<file path="config.mk">
export PLATFORM = sky130hd
export DESIGN_NAME = pipeline_fetch_stage
export DESIGN_NICKNAME = d
export VERILOG_FILES = /design/src/rtl/pipeline_fetch_stage.sv
export SDC_FILE = /design/constraint.sdc
export NUM_CORES = 1
export LEC_CHECK = 0
export BUFFER_PORTS_ARGS = -buffer_cell sky130_fd_sc_hd__buf_2
export CAP_MARGIN = 10
export CORE_MARGIN = 1
export CORE_UTILIZATION = 50
export DETAILED_ROUTE_END_ITERATION = 12
export PLACE_DENSITY_LB_ADDON = 0.1
export SLEW_MARGIN = 0
export SYNTH_ARGS = -nofsm -noshare
export SYNTH_HDL_FRONTEND = slang
export SYNTH_SLANG_ARGS = --single-unit
</file>
<file path="constraint.sdc">
create_clock -name clk -period 5.25 [get_ports clk]
set_input_delay 0.2625 -clock clk [delete_from_list [all_inputs] [get_ports clk]]
set_output_delay 0.2625 -clock clk [all_outputs]
set_load 0.01 [all_outputs]
</file>
<file path="src/rtl/pipeline_fetch_stage.sv">
// pipeline_fetch_stage: PC register, RUN/HALT FSM and IF/ID latch; FETCH_PERF_COUNT_EN adds fetch/stall counters
module pipeline_fetch_stage #(
    parameter logic [63:0] RESET_PC     = 64'h0,
    parameter int          HALT_ON_ZERO = 1
) (
    input  logic        clk,
    input  logic        rst,
    input  logic        stall,
    input  logic        flush,
    input  logic        branch_taken,
    input  logic [63:0] branch_target,
    output logic [63:0] read_address,
    input  logic [31:0] instruction,
    output logic [63:0] if_id_pc,
    output logic [31:0] if_id_instruction,
    output logic        if_id_valid,
    output logic        halted
`ifdef FETCH_PERF_COUNT_EN
    ,
    output logic [31:0] fetch_count,
    output logic [31:0] stall_count
`endif
);
    localparam logic [0:0] RUN  = 1'b0;
    localparam logic [0:0] HALT = 1'b1;

    logic [63:0] pc;
    logic [0:0]  state;
    logic        run, hold, advance, zero_halt, latch;

    assign read_address = pc;
    assign halted       = state == HALT;

    // Per-edge action: branch beats stall beats advance; a zero word under HALT_ON_ZERO parks the FSM
    always_comb begin
        run       = state == RUN;
        hold      = run && stall && !branch_taken;
        advance   = run && !stall && !branch_taken;
        zero_halt = advance && (HALT_ON_ZERO != 0) && (instruction == 32'h0);
        latch     = advance && !zero_halt && !flush;
    end

    // PC, FSM and IF/ID; bubbles clear valid and instruction but never touch if_id_pc
    always_ff @(posedge clk or posedge rst) begin
        if (rst) begin
            pc                <= RESET_PC;
            state             <= RUN;
            if_id_pc          <= 64'h0;
            if_id_instruction <= 32'h0;
            if_id_valid       <= 1'b0;
        end else if (branch_taken) begin
            pc                <= {branch_target[63:2], 2'b00};
            state             <= RUN;
            if_id_instruction <= 32'h0;
            if_id_valid       <= 1'b0;
        end else if (run) begin
            if (advance && !zero_halt)
                pc <= pc + 64'd4;
            if (zero_halt)
                state <= HALT;
            if (latch) begin
                if_id_pc          <= pc;
                if_id_instruction <= instruction;
                if_id_valid       <= 1'b1;
            end else if (flush || zero_halt) begin
                if_id_instruction <= 32'h0;
                if_id_valid       <= 1'b0;
            end
        end
    end

`ifdef FETCH_PERF_COUNT_EN
    // Counters wrap naturally at 2^32
    always_ff @(posedge clk or posedge rst) begin
        if (rst) begin
            fetch_count <= 32'h0;
            stall_count <= 32'h0;
        end else begin
            if (latch)
                fetch_count <= fetch_count + 32'd1;
            if (hold)
                stall_count <= stall_count + 32'd1;
        end
    end
`endif
endmodule
</file>
======== Word level (Yosys, flattened, before mapping) ========
Cells that the tools add are included.
storage, ports and cells
  bits of input ports ..................... 101
  flip-flop bits (word level) ............. 162
operators by class
  equality and inequality tests ........... 1
  reduce and logical (&&, ||, !) cells .... 16
  add/subtract/negate cells ............... 1
  multiplexer cells ....................... 14
  bitwise gates (word level) .............. 2
operators by type and width
  operator                                        number
  2-to-1 mux 64 bit                               3
  2-to-1 mux 32 bit                               4
  adder 64 x 3 -> 64 bit (second input constant)  1
  zero test 32 bit                                1
  2-to-1 mux 1 bit                                7
  logical AND 1 bit                               5
  zero test 1 bit                                 4
  AND reduction 2 bit                             2
  AND reduction 3 bit                             1
  nonzero test 3 bit                              1
  != test 2 bit (second input constant)           1
  inverter 1 bit                                  2
  nonzero test 2 bit                              1
  logical OR 1 bit                                1

======== Depth between registers and ports, before layout ========
  depth after elaboration ................. 10
  depth in mapped cells ................... 8
  depth with buffers taken out ............ 7

======== Least setup slack after synthesis ========
Ideal clock, no wire load.
  path type ............................... register to register
  start point ............................. reg pc[27] (netlist: read_address[27])
  end point ............................... reg pc[56] (netlist: read_address[56])
  stages on the path, launching flop included .. 8
  period minus slack after synthesis ...... 2416 ps
  path slack .............................. 2834 ps
  arrival ................................. 2334 ps
  library setup time ...................... 82 ps
  cell sequence ........................... dfrtp_1 buf_4 nand4_1 nor4_4 nand4_4 or3_4 or4_1 a31oi_1
on the way
  longest elaborated chain between the ends .. 4
ends and longest elaborated chain
  element                 line  source
  start, declared         27    logic [63:0] pc;
  start signal, assigned  52    pc <= {branch_target[63:2], 2'b00};
  start signal, assigned  58    pc <= pc + 64'd4;
  adder 64 x 3 -> 64 bit  58
  2-to-1 mux 64 bit       57    if (advance && !zero_halt)
  2-to-1 mux 64 bit       56    end else if (run) begin
  2-to-1 mux 64 bit       51    end else if (branch_taken) begin
No other way between the ends. The select of a mux whose other input is x is not followed.
A chain may end at the register's enable or synchronous reset.

======== Worst setup path after layout ========
  start point ............................. reg pc[17] (netlist: read_address[17])
  end point ............................... reg pc[45] (netlist: read_address[45])
Same word-level chain as after synthesis.

==> summary.txt <==
Status
  – Result of the run: completed

STA
  – Minimum clock period: 3.15 ns
  – Endpoints failing setup: 0
  – Setup TNS: 0 ns
  – Transition time at the pin with the least slew margin: 1.01 ns
  – Setup repair after global routing missed its margin: false
  – Final Hold Fails: 0
  – Final worst setup slack: 2.10 ns
  – Skew final: 0.0118 ns
  – Final Max Slew Viols: 0
  – Period utilization: 0.600
  – Relative slew margins: 0.326
  – Max Fclk: 0.317 GHz

Floorplanning
  – CORE AREA: 0.0145 mm^2
  – Number of rows in the core area: 44
  – Number of top-level design ports: 263
  – Die area: 0.0153 mm^2
  – Starting utilization of the core area: 0.511
  – Die height: 124 um
  – Width of the die: 124 um

Worst setup path
  – Crit-path slowest cell: or4_1
  – Buffers & Inverters on Critical Path: 0
  – Max FO, Critical Path: 14
  – Signal arrival time at the worst endpoint: 3.46 ns
  – Largest stage delay on the critical path: 0.66 ns
  – List of cells traversed by the critical path: nand4_1 -> nor4_4 -> nand3_1 -> or4_1 -> and3_1 -> a211o_1
  – CP delay by family, top: simple AND/OR/NAND/NOR gates
  – Crit end category: register
  – Critical path class: register to register
  – Required time worst endpoint: 5.56 ns
  – Critical path startpoint category: register

Yosys
  – Prevailing post-synth register cell: dfrtp_1
  – FF+latch count, synth: 158
  – Fraction of post-synthesis cell area in the top cell type by area: 0.533
  – Total of warnings raised by yosys: 0
  – Most frequent cells after synthesis: 158 x dfrtp_1, 73 x mux2_2, 66 x nand2_1
  – Post-synthesis cell count: 679
  – Async set or reset register ratio after synthesis: 1.00
  – Syn Area/Cell: 10.9 um^2
  – Number of library cell types mapped by synthesis: 53
  – Number of enable flip-flop cells after synthesis: 0
  – Dominant cell by count in the synthesized netlist: dfrtp_1
  – Largest area contributor in the netlist: dfrtp_1
  – Part of the Yosys area used for sequential elements: 0.533
  – Most area-consuming cells after synthesis: dfrtp_1 53%, mux2_2 11%, a22o_1 3.8%
  – Post-synthesis instance area: 0.00742 mm^2

Placed design
  – Total half-perimeter wirelength after legalization and detailed placement: 14,800 um
  – Final Wtd Congestion: 0.836
  – Setup WS pre-CTS: 2.05 ns
  – # placed instances: 1,088
  – Number of input and output port buffers inserted: 256

Clock tree
  – Hold buffer count at cts: 0
  – Post-CTS sizing: 0
  – Maximum count of clock buffers along a single path: 2
  – Clock Tree Root: clkbuf_16
  – Latest clock arrival within the worst-skew pair: 0.43 ns
  – Clock tree from TritonCTS: done
  – Setup fix buffers added after clock tree synthesis: 0
  – CTS clock-pin slew for the worst setup and hold paths: 0.07 ns
  – H-Tree Depth: 4
  – Clock Sinks: 158
  – Number of buffers created by CTS: 17

Min path
  – Path category of the worst min-delay check: primary input to async pin

Route
  – Drt drc: 0
  – Detailed-router iteration count before antenna repair: 5
  – Routed length per placed instance: 18.8 um
  – Vias per cell: 5.82
  – Number of vias after detailed routing: 6,534
  – Total wire length: 21,100 um
  – Violation count after the first detailed-route iteration: 423
  – Antenna viol nets, final: 0

Global routing
  – Pin count of the biggest net entering global routing: 110
  – Number of global-route vias before repair: 6,253
  – Initial antenna violation count: 2
  – First-pass GRT wire length: 32,800 um
  – Overall routing resource usage: 0.279
  – Remaining global-route overflow: 0

Job
  – Max Cap Violations: 0

Pwr
  – Total power per unit cell area: 355 mW/mm^2
  – Leakage dissipation: 4.40 nW
  – Largest voltage drop on the vdd net: 0.272 mV

Cells and area
  – Layout cell share with drive strength beyond 1: 0.408
  – Final cell count without fillers: 1,122
  – Post-layout net count: 1,025
  – Area growth from synthesis to final layout: 27.4%
==> state kept, by name, indices dropped and copies added (netlist names) <==
name               flops
halted                 1
if_id_pc              62
if_id_valid            1
if_id_instruction     32
read_address          62
==> where the power goes <==
group	internal [mW]	switching [mW]
logic	0.282	0.303
clock network	0.753	0.494
registers	1.38	0.145
==> kinds of logic after synthesis <==
family                   share of synthesized area
AND/OR/NAND/NOR                              0.169
flip-flops                                   0.533
AO/OA/AOI/OAI                                0.113
multiplexers                                 0.112
buffers and inverters                       0.0302
XOR/XNOR                                    0.0413
adder cells (fa/ha/maj)                    0.00169
other                                     0.000505
==> cell type report <==
class                           count  area [um^2]
Fill cell                        1228         5070
Tap cell                          184          230
Multi-Input combinational cell    470         3270
Timing Repair Buffer              263         1350
Sequential cell                   158         3950
Antenna cell                        2         5.00
Clock inverter                      8          105
Inverter                           13         53.8
Clock buffer                       24          492
==> worst reg2reg max path, delay by kind of cell (launching register included) <==
family	cells	cell delay, ns
compound gates	1	0.21
flops	1	0.48
simple gates	5	2.35
==> routing by layer <==
layer,vias up,part of all wire,track usage
li1,2996,-,-
met1,3221,0.42,0.371
met2,290,0.48,0.448
met3,27,0.081,0.0682
met4,0,0.014,0.0926
met5,-,0,0
==> through the flow <==
step	util	instance area, um^2	total power [mW]	hold WS [ns]
final	0.651	9460	3.36	0.0332
after global routing	0.651	9460	3.51	0.0385
after CTS	0.651	9460	3.38	0.0266
after detailed placement	0.610	8860	2.14	0.464
after global placement	0.610	8860	2.11	0.456
after floorplan	-	7430	1.85	0.379
==> path summary, 6_finish.rpt <==
kind	from	endpoint	slack, ns	cells after the start
hold / removal	rst	if_id_pc[5]	0.03	2
setup / recovery	read_address[17]	read_address[45]	2.10	6
hold reg to reg	if_id_valid	if_id_valid	0.47	1
setup reg to reg	read_address[17]	read_address[45]	2.10	6
min in group clk	branch_target[62]	read_address[62]	0.04	3
max in group asynchronous	rst	read_address[19]	3.92	3
==> layout by cell type, fill, tap and decap left out, drive strengths merged, types with 4 or more instances in the layout <==
cell / netlist / final
nor3: 16 / 16
a21oi: 15 / 15
mux2: 73 / 73
buf: 9 / 263
xnor2: 18 / 18
nand4: 27 / 27
o311ai: 6 / 6
a31oi: 5 / 5
or4: 5 / 5
xor2: 17 / 17
clkbuf: 32 / 24
conb: 1 / 4
and3: 7 / 7
inv: 13 / 14
nand2: 66 / 66
dfrtp: 158 / 158
nor4: 39 / 39
o211ai: 9 / 9
nand3: 27 / 27
o21ai: 41 / 41
nor2: 30 / 30
a22o: 32 / 32
(Power assumes the default switching activity.)
